<file path="config.mk">
export PLATFORM = sky130hd
export DESIGN_NAME = complex_accumulator_flat
export DESIGN_NICKNAME = d
export VERILOG_FILES = /design/src/rtl/complex_accumulator_if.sv /design/src/rtl/complex_accumulator.sv /design/src/flat_wrapper.sv
export SDC_FILE = /design/constraint.sdc
export NUM_CORES = 1
export LEC_CHECK = 0
export BUFFER_PORTS_ARGS = -buffer_cell sky130_fd_sc_hd__buf_2
export CELL_PAD_IN_SITES_DETAIL_PLACEMENT = 2
export CELL_PAD_IN_SITES_GLOBAL_PLACEMENT = 2
export CORE_MARGIN = 8
export CORE_UTILIZATION = 30
export DETAILED_ROUTE_END_ITERATION = 12
export GPL_TIMING_DRIVEN = 0
export PLACE_DENSITY_LB_ADDON = 0.1
export RECOVER_POWER = 50
export SETUP_SLACK_MARGIN = 0.1
export SKIP_CTS_REPAIR_TIMING = 1
export SLEW_MARGIN = 15
export SYNTH_ARGS = -nofsm -noshare
export SYNTH_HDL_FRONTEND = slang
export SYNTH_SLANG_ARGS = --single-unit
</file>
<file path="constraint.sdc">
create_clock -name clk -period 3.1 [get_ports clk]
set_clock_uncertainty 0.15 [all_clocks]
set_input_delay 0.93 -clock clk [delete_from_list [all_inputs] [get_ports clk]]
set_output_delay 0.93 -clock clk [all_outputs]
set_load 0.01 [all_outputs]
</file>
<file path="src/rtl/complex_accumulator_if.sv">
// complex_accumulator_if: product-in / sum-out stream bundle for complex_accumulator.
//   in_val    : product beat valid (master -> slave)
//   in_ready  : accumulator can take a beat (slave -> master)
//   in_data   : {re, im} product, each 2*DATA_WIDTH bits, two's complement
//   out_val   : sum valid (slave -> master)
//   out_ready : consumer takes the sum (master -> slave)
//   out_data  : {re, im} sum, each ACC_W bits, two's complement
interface complex_accumulator_if #(
    parameter int unsigned DATA_WIDTH = 8,
    parameter int unsigned GUARD_BITS = 2
);
    localparam int unsigned ACC_W = 2 * DATA_WIDTH + GUARD_BITS;

    logic                    in_val;
    logic                    in_ready;
    logic [4*DATA_WIDTH-1:0] in_data;
    logic                    out_val;
    logic                    out_ready;
    logic [2*ACC_W-1:0]      out_data;

    modport master (
        output in_val, in_data, out_ready,
        input  in_ready, out_val, out_data
    );

    modport slave (
        input  in_val, in_data, out_ready,
        output in_ready, out_val, out_data
    );
endinterface

</file>
<file path="src/rtl/complex_accumulator.sv">
// complex_accumulator: sums ACC_LEN consecutive complex products into a widened
// accumulator and presents each sum on a valid/ready output.
//   clk    : clock, rising edge
//   sw_rst : synchronous active-high reset, overrides all activity
//   bus    : complex_accumulator_if.slave (in_val/in_ready/in_data, out_val/out_ready/out_data)
module complex_accumulator #(
    parameter int unsigned DATA_WIDTH = 8,
    parameter int unsigned ACC_LEN    = 4,
    parameter int unsigned GUARD_BITS = 2
) (
    input  logic                   clk,
    input  logic                   sw_rst,
    complex_accumulator_if.slave   bus
);
    localparam int unsigned PW    = 2 * DATA_WIDTH;
    localparam int unsigned ACC_W = PW + GUARD_BITS;
    // Keep the counter at least one bit wide so ACC_LEN = 1 still elaborates.
    localparam int unsigned CNT_W = (ACC_LEN > 1) ? $clog2(ACC_LEN) : 1;
    localparam logic [CNT_W-1:0] CNT_LAST = CNT_W'(ACC_LEN - 1);

    typedef enum logic {StAccum, StOutput} state_e;

    state_e             state_q, state_d;
    logic [ACC_W-1:0]   acc_re_q, acc_re_d;
    logic [ACC_W-1:0]   acc_im_q, acc_im_d;
    logic [CNT_W-1:0]   cnt_q, cnt_d;
    logic               out_val_q, out_val_d;
    logic [2*ACC_W-1:0] out_data_q, out_data_d;

    logic signed [PW-1:0]    in_re, in_im;
    logic signed [ACC_W-1:0] ext_re, ext_im;
    logic [ACC_W-1:0]        sum_re, sum_im;
    logic                    in_ready;
    logic                    beat;

    assign in_re  = bus.in_data[2*PW-1:PW];
    assign in_im  = bus.in_data[PW-1:0];
    // Size cast of a signed operand sign-extends.
    assign ext_re = ACC_W'(in_re);
    assign ext_im = ACC_W'(in_im);
    // Wraps modulo 2^ACC_W by construction.
    assign sum_re = acc_re_q + ext_re;
    assign sum_im = acc_im_q + ext_im;

    // Depends only on registered state and reset, never on in_val or out_ready.
    assign in_ready = (state_q == StAccum) && !sw_rst;
    assign beat     = bus.in_val && in_ready;

    assign bus.in_ready = in_ready;
    assign bus.out_val  = out_val_q;
    assign bus.out_data = out_data_q;

    always_comb begin
        state_d    = state_q;
        acc_re_d   = acc_re_q;
        acc_im_d   = acc_im_q;
        cnt_d      = cnt_q;
        out_val_d  = out_val_q;
        out_data_d = out_data_q;
        unique case (state_q)
            StAccum: begin
                if (beat) begin
                    if (cnt_q == CNT_LAST) begin
                        out_data_d = {sum_re, sum_im};
                        out_val_d  = 1'b1;
                        acc_re_d   = '0;
                        acc_im_d   = '0;
                        cnt_d      = '0;
                        state_d    = StOutput;
                    end else begin
                        acc_re_d = sum_re;
                        acc_im_d = sum_im;
                        cnt_d    = cnt_q + 1'b1;
                    end
                end
            end
            StOutput: begin
                if (out_val_q && bus.out_ready) begin
                    out_val_d = 1'b0;
                    state_d   = StAccum;
                end
            end
            default: state_d = StAccum;
        endcase
    end

    always_ff @(posedge clk) begin
        if (sw_rst) begin
            state_q    <= StAccum;
            acc_re_q   <= '0;
            acc_im_q   <= '0;
            cnt_q      <= '0;
            out_val_q  <= 1'b0;
            out_data_q <= '0;
        end else begin
            state_q    <= state_d;
            acc_re_q   <= acc_re_d;
            acc_im_q   <= acc_im_d;
            cnt_q      <= cnt_d;
            out_val_q  <= out_val_d;
            out_data_q <= out_data_d;
        end
    end
endmodule

</file>
<file path="src/flat_wrapper.sv">
// flat-port wrapper written by rule: the top's interface ports become plain ports
module complex_accumulator_flat 
#(
    parameter int unsigned DATA_WIDTH = 8,
    parameter int unsigned ACC_LEN    = 4,
    parameter int unsigned GUARD_BITS = 2
)
  (clk, sw_rst, bus_in_val, bus_in_data, bus_out_ready, bus_in_ready, bus_out_val, bus_out_data);
  complex_accumulator_if #(.DATA_WIDTH(DATA_WIDTH), .GUARD_BITS(GUARD_BITS)) bus_i ();
  input  logic clk;
  input  logic sw_rst;
  input wire logic [$bits(bus_i.in_val)-1:0] bus_in_val;
  input wire logic [$bits(bus_i.in_data)-1:0] bus_in_data;
  input wire logic [$bits(bus_i.out_ready)-1:0] bus_out_ready;
  output wire logic [$bits(bus_i.in_ready)-1:0] bus_in_ready;
  output wire logic [$bits(bus_i.out_val)-1:0] bus_out_val;
  output wire logic [$bits(bus_i.out_data)-1:0] bus_out_data;
  assign bus_i.in_val = bus_in_val;
  assign bus_i.in_data = bus_in_data;
  assign bus_i.out_ready = bus_out_ready;
  assign bus_in_ready = bus_i.in_ready;
  assign bus_out_val = bus_i.out_val;
  assign bus_out_data = bus_i.out_data;
  complex_accumulator #(.DATA_WIDTH(DATA_WIDTH), .ACC_LEN(ACC_LEN), .GUARD_BITS(GUARD_BITS)) u_core (.clk(clk), .sw_rst(sw_rst), .bus(bus_i));
endmodule
</file>
==> results.cfg, run 1 <==
[outcome]
status = completed

[cts]
cts_sinks = 76
root_buffer = clkbuf_16
cts_buffers = 9
cts_htree_levels = 3
clockBufferDepth = 2
path_clk_slew_ns = 0.06
cts_tree = yes
clock_latency_ns = 0.35

[synth]
ys_ff_latch = 76
yosys-top-cells-area = dfxtp_1, ha_1, a21oi_1, nand2_1, nor2_1
mappedNetlistArea_um2 = 4340
yosys.area.top_type = dfxtp_1
ys_seq_area_share_pct = 35.0
synth_top_cell_area_share_pct = 35.0
yosysWarnings = 0
synth-main-ff-cell = dfxtp_1
ys_async_sr_fraction_pct = 0
yosysUniqueCellTypes = 57
syn_area_per_cell_um2 = 8.33
syn-num-nets = 594
syn_inst = 521
synth_edf_count = 0

[worst_setup_path]
r2r_end = u_core.acc_re_q[17]$_SDFFE_PP0P_
max_stage_delay_ns = 0.34
end_kind = flip-flop
reg2reg_depth = 10
rr_startpoint = u_core.acc_re_q[1]$_SDFFE_PP0P_
critPathSlowestCell = a211o_4
required_ns = 3.23
worstSetupPathType = input port to flip-flop
critPathMaxFanout = 4
r2r_slack_ns = 0.44
worstPathArrival_ns = 3.12
startpoint_type = input port
crit_chain = buf_2 -> ha_4 -> a211o_4 -> a211oi_4 -> o31ai_4 -> a211oi_2 -> buf_4 -> o21ai_2 -> xnor2_2 -> or3_1 -> a31oi_1

[global_route]
grt_max_degree = 13
grt_pass1_wl_mm = 24.5
globalRouteOverflowTotal = 0
antenna_found_initial = 0
grt_pass1_vias = 4588
grt_usage_pct = 17.1

[timing]
period_share_pct = 96.5
hold_violations = 0
fin_hold_ws_ns = 0.304
relSlewSlack_pct = 51.6
fmax_ghz = 0.334
grt_setup_unrepaired = true
fin_tns_setup_ns = 0
tightest_slew_ns = 0.726
fin_ws_ns = 0.110
fin_crit_ns = 2.99
setup-violations-final = 0
slew_viol_final = 0

[placed_design]
gp_congestion = 0.785
placed_area_um2 = 4950
io_buffers = 73
pre_cts_slack_ns = -0.578
place_inst = 778
place_hpwl_mm = 11.5

[cells_and_area]
drive_gt1_share_pct = 16.9
nFillCells = 1659
layout_common_cells = dfxtp_1, nand2_1, clkbuf_1
instances_no_fill = 807
area_growth_pct = 26.7
diodes = 0
fin_nets = 691
design_area_um2 = 5500
final_common_cell = dfxtp_1

[drt]
drt_iter0_drc = 156
routed_wl_mm = 15.8
drtPass1Iterations = 4
dr_total_vias = 4200
post_drt_via_cell_ratio = 5.20
drc = 0
ant_nets = 0
wl_per_cell_um = 19.5

[power]
leakagePower_uw = 0.00230
ir_worst_vdd_v = 0.000284
p_per_area_nw_per_um2 = 563

[die]
die_x_um = 136
start_util_pct = 30.3
num_rows = 44
ioPinCount = 74
core_um2 = 14300
die-area_um2 = 18600
die_y_um = 136

[flow_run]
drv_cap = 0

[worst_hold_path]
hold_path.class = flip-flop to flip-flop
worstHoldPathCells = 2
hold_end = u_core.bus.out_data[26]$_SDFFE_PP0P_
hold_start = u_core.bus.out_data[26]$_SDFFE_PP0P_
-- synthesized netlist by cell type (6+ instances only) --
master    count
nand2_1      72
a22o_1        6
and3_1        8
clkbuf_1     22
xnor2_1      14
o21ai_0      10
nor3_1        8
a211oi_1      7
a21o_1       22
dfxtp_1      76
xor2_1       11
nor2_1       51
a21oi_1      62
inv_1        10
ha_1         35
a22oi_1      17
nor3b_1       6
a31oi_1       6
-- power by group --
group	internal (uW)	switching, uW
Combinational	321	427
Sequential	1030	37.0
Clock	831	446
Total	2190	910
-- cells by family after synthesis --
family	synth area share, %
AOI/OAI and AO/OA	24.1
xor gates and xnor gates	5.94
adders and majority gates	11.0
buffers and inverters	3.72
DFF	35.0
muxes	0.692
and+or+nand+nor	19.5
-- state kept, by name, summed over array words and instances (netlist names) --
signal / flops
u_core.bus.out_val: 1
u_core.acc_im_q: 18
u_core.cnt_q: 2
u_core.state_q: 1
u_core.acc_re_q: 18
u_core.bus.out_data: 36
-- how the worst max path moves through the flow --
| stage | cells past startpoint | endpoint | startpoint |
|---|---|---|---|
| floorplan | 9 | u_core.acc_re_q[17]$_SDFFE_PP0P_ | bus_in_data[17] |
| global route | 11 | u_core.acc_re_q[17]$_SDFFE_PP0P_ | bus_in_data[17] |
| detailed placement | 12 | u_core.acc_im_q[14]$_SDFFE_PP0P_ | bus_in_data[0] |
| finish | 11 | u_core.acc_re_q[17]$_SDFFE_PP0P_ | bus_in_data[17] |
| global placement | 12 | u_core.bus.out_data[14]$_SDFFE_PP0P_ | bus_in_data[0] |
| CTS | 12 | u_core.acc_im_q[14]$_SDFFE_PP0P_ | bus_in_data[0] |
-- metal layers --
metal / track usage (%) / up-vias / share of wire, %
met2: 28.4 / 53 / 49
met1: 21.7 / 2076 / 47
met5: 0 / - / 0
met3: 2.81 / 12 / 3.1
li1: - / 2059 / -
met4: 6.53 / 0 / 1.3
-- through the flow --
stage	power (uW)	utilization, %
final	3100	38.4
after CTS	3060	37.1
after global placement	1740	34.6
after floorplan	1580	-
after global routing	3250	38.4
after detailed placement	1770	34.6
-- worst max-delay path: cells and delay by family --
family | cells | cell delay (ns)
AO/OA/AOI/OAI | 6 | 1.17
AND/OR/NAND/NOR | 1 | 0.32
XOR/XNOR | 1 | 0.17
adder cells (fa/ha/maj) | 1 | 0.24
buffers and inverters | 2 | 0.30
-- area by class of cell --
class / instances / area [um^2] / share of cell area [%]
tap: 184 / 230 / 4.18
clock buffer: 12 / 256 / 4.66
timing repair buffer: 86 / 420 / 7.64
buffer: 27 / 118 / 2.14
sequential: 76 / 1520 / 27.6
clock inverter: 4 / 95.1 / 1.73
inverter: 10 / 37.5 / 0.682
multi-input combinational: 408 / 2820 / 51.3
Note: power is estimated with default switching activity, not from simulation.
==> inputs of run 2 (changes only) <==
Settings changed: ABC_AREA set to 1, CORE_UTILIZATION 30 to 28.
==> run 2 against run 1 <==
Net effect:
- synthesized cell count is 38% higher
- die area increased by 15%
- largest cell class unchanged
- count of clock-buffer cells in the layout grew 3
- global-route usage is 0.10 points lower
- critical path type unchanged
- fmax grew 6.7%
- utilization shrank 4.6 points
- total power is 13% lower
- routed wire length rose by 13%
==> results.cfg, run 2 <==
[outcome]
status = completed

[synth]
syn_area_per_cell_um2 = 6.63
mappedNetlistArea_um2 = 4770
yosysUniqueCellTypes = 31
ys_async_sr_fraction_pct = 0
synth-main-ff-cell = dfxtp_1
yosysWarnings = 0
ys_seq_area_share_pct = 31.9
yosys.area.top_type = dfxtp_1
synth_top_cell_area_share_pct = 31.9
yosys-top-cells-area = dfxtp_1, nand2_1, ha_1, a21oi_1, inv_1
synth_edf_count = 0
yosysMostFrequentCell = nand2_1
netlist_top_cells_count = nand2_1, inv_1, dfxtp_1
ys_ff_latch = 76
syn_inst = 719
syn-num-nets = 792

[cells_and_area]
instances_no_fill = 1026
layout_common_cells = nand2_1, inv_1, dfxtp_1
drive_gt1_share_pct = 7.94
finalCoreUtilization_pct = 33.8
fin_nets = 875
largest_reg_flops = 36
final_common_cell = nand2_1
diodes = 0
area_growth_pct = 18.0

[placed_design]
place_hpwl_mm = 14.5
gp_congestion = 0.794
place_inst = 1011
io_buffers = 72

[timing]
fin_crit_ns = 2.80
grt_setup_unrepaired = false
period_share_pct = 90.4
slew_viol_final = 0
setup-violations-final = 0
relSlewSlack_pct = 39.2
fmax_ghz = 0.357
fin_hold_ws_ns = 0.321
hold_violations = 0
fin_tns_setup_ns = 0
tightest_slew_ns = 0.909

[drt]
ant_nets = 0
drtPass1Iterations = 4
drt_iter0_drc = 84
drc = 0
wl_per_cell_um = 17.3
dr_total_vias = 4943
post_drt_via_cell_ratio = 4.82
routed_wl_mm = 17.7

[worst_setup_path]
crit_path_start = bus_in_data[16]
startpoint_type = input port
reg2reg_depth = 14
critPathMaxFanout = 3
r2r_slack_ns = 0.66
worstPathArrival_ns = 2.92
r2r_end = u_core.acc_re_q[12]$_SDFFE_PP0P_
rr_startpoint = u_core.acc_re_q[0]$_SDFFE_PP0P_
worstSetupPathType = input port to flip-flop
end_kind = flip-flop
required_ns = 3.22

[worst_hold_path]
worstHoldPathCells = 2
hold_start = u_core.acc_re_q[14]$_SDFFE_PP0P_
hold_end = u_core.acc_re_q[14]$_SDFFE_PP0P_
hold_path.class = flip-flop to flip-flop

[power]
p_per_area_nw_per_um2 = 478
leakagePower_uw = 0.00292
ir_worst_vdd_v = 0.000242
p_total_uw = 2690

[cts]
clock_latency_ns = 0.34
cts_buffers = 9
cts_sinks = 76
clockBufferDepth = 2
root_buffer = clkbuf_16
cts_tree = yes
path_clk_slew_ns = 0.06
cts_htree_levels = 3

[die]
start_util_pct = 28.6
die_x_um = 146
die-area_um2 = 21500
ioPinCount = 74
core_um2 = 16600
num_rows = 47
die_y_um = 146

[global_route]
grt_pass1_wl_mm = 28.9
globalRouteOverflowTotal = 0
grt_max_degree = 12
grt_usage_pct = 17.0
grt_pass1_vias = 5650
antenna_found_initial = 0

[flow_run]
drv_cap = 0
-- run 2: changes by cell type in the layout (fill, tap and decap cells not counted), moves of 14 or more --
cell,before,now
a21o_1,22,3
a21oi_1,58,74
a22oi_1,16,1
buf_4,15,1
inv_1,9,99
nand2_1,72,242
nand3_1,5,40
nor2_1,50,30
o21ai_0,8,35
o21bai_1,3,17
-- run 2: final cells by class --
cell class	instances	area, um^2
plain buffers	22	109
inverters	99	372
fillers	2102	11000
flip-flops and latches	76	1520
well taps	220	275
repair buffers	72	314
clock buffers	15	308
multi-input cells	522	2730
-- run 2: power breakdown --
part	internal [uW]	switching [uW]	total (uW)	leakage, uW
Clock	670	429	1100	0.000154
Sequential	1010	23.1	1040	0.000617
Combinational	187	367	554	0.00215
Total	1870	818	2690	0.00292
-- run 2: through the flow --
| stage | setup WS [ns] | cell area [um^2] |
|---|---|---|
| after floorplan | 0.523 | 4770 |
| after global placement | 0.0189 | 5400 |
| after detailed placement | -0.0285 | 5400 |
| after CTS | 0.305 | 5710 |
| after global routing | 0.119 | 5630 |
| final | 0.297 | 5630 |
-- run 2: how the worst max path moves through the flow --
stage,to,depth (start not counted)
2_1_floorplan,u_core.bus.out_data[30]$_SDFFE_PP0P_,13
3_3_place_gp,u_core.acc_re_q[8]$_SDFFE_PP0P_,12
3_5_place_dp,u_core.acc_re_q[12]$_SDFFE_PP0P_,15
4_1_cts,u_core.acc_re_q[12]$_SDFFE_PP0P_,15
5_1_grt,u_core.acc_re_q[12]$_SDFFE_PP0P_,15
6_report,u_core.acc_re_q[12]$_SDFFE_PP0P_,15
-- run 2: routing by layer --
| metal | global-route usage, % | share of wire (%) |
|---|---|---|
| met5 | 0 | 0 |
| met4 | 4.74 | 1.4 |
| met3 | 3.00 | 2.4 |
| met2 | 33.8 | 55 |
| met1 | 17.6 | 41 |
-- run 2: logic make-up after synthesis --
group	share of synthesized area (%)
flip-flops	31.9
XOR/XNOR	2.57
AND/OR/NAND/NOR	27.8
adder cells (fa/ha/maj)	10.0
AO/OA/AOI/OAI	17.3
buffers and inverters	10.3
-- run 2: worst max-delay path, cell delays in order --
cell	delay [ns]
buf_2	0.10
ha_1	0.20
inv_1	0.08
fa_1	0.40
inv_1	0.10
nand2_1	0.11
o21ai_2	0.22
nand2_1	0.08
nand2_1	0.15
nand2_1	0.10
nand2_1	0.08
nand2_1	0.06
nand2_1	0.12
nand2_1	0.07
a21oi_1	0.13
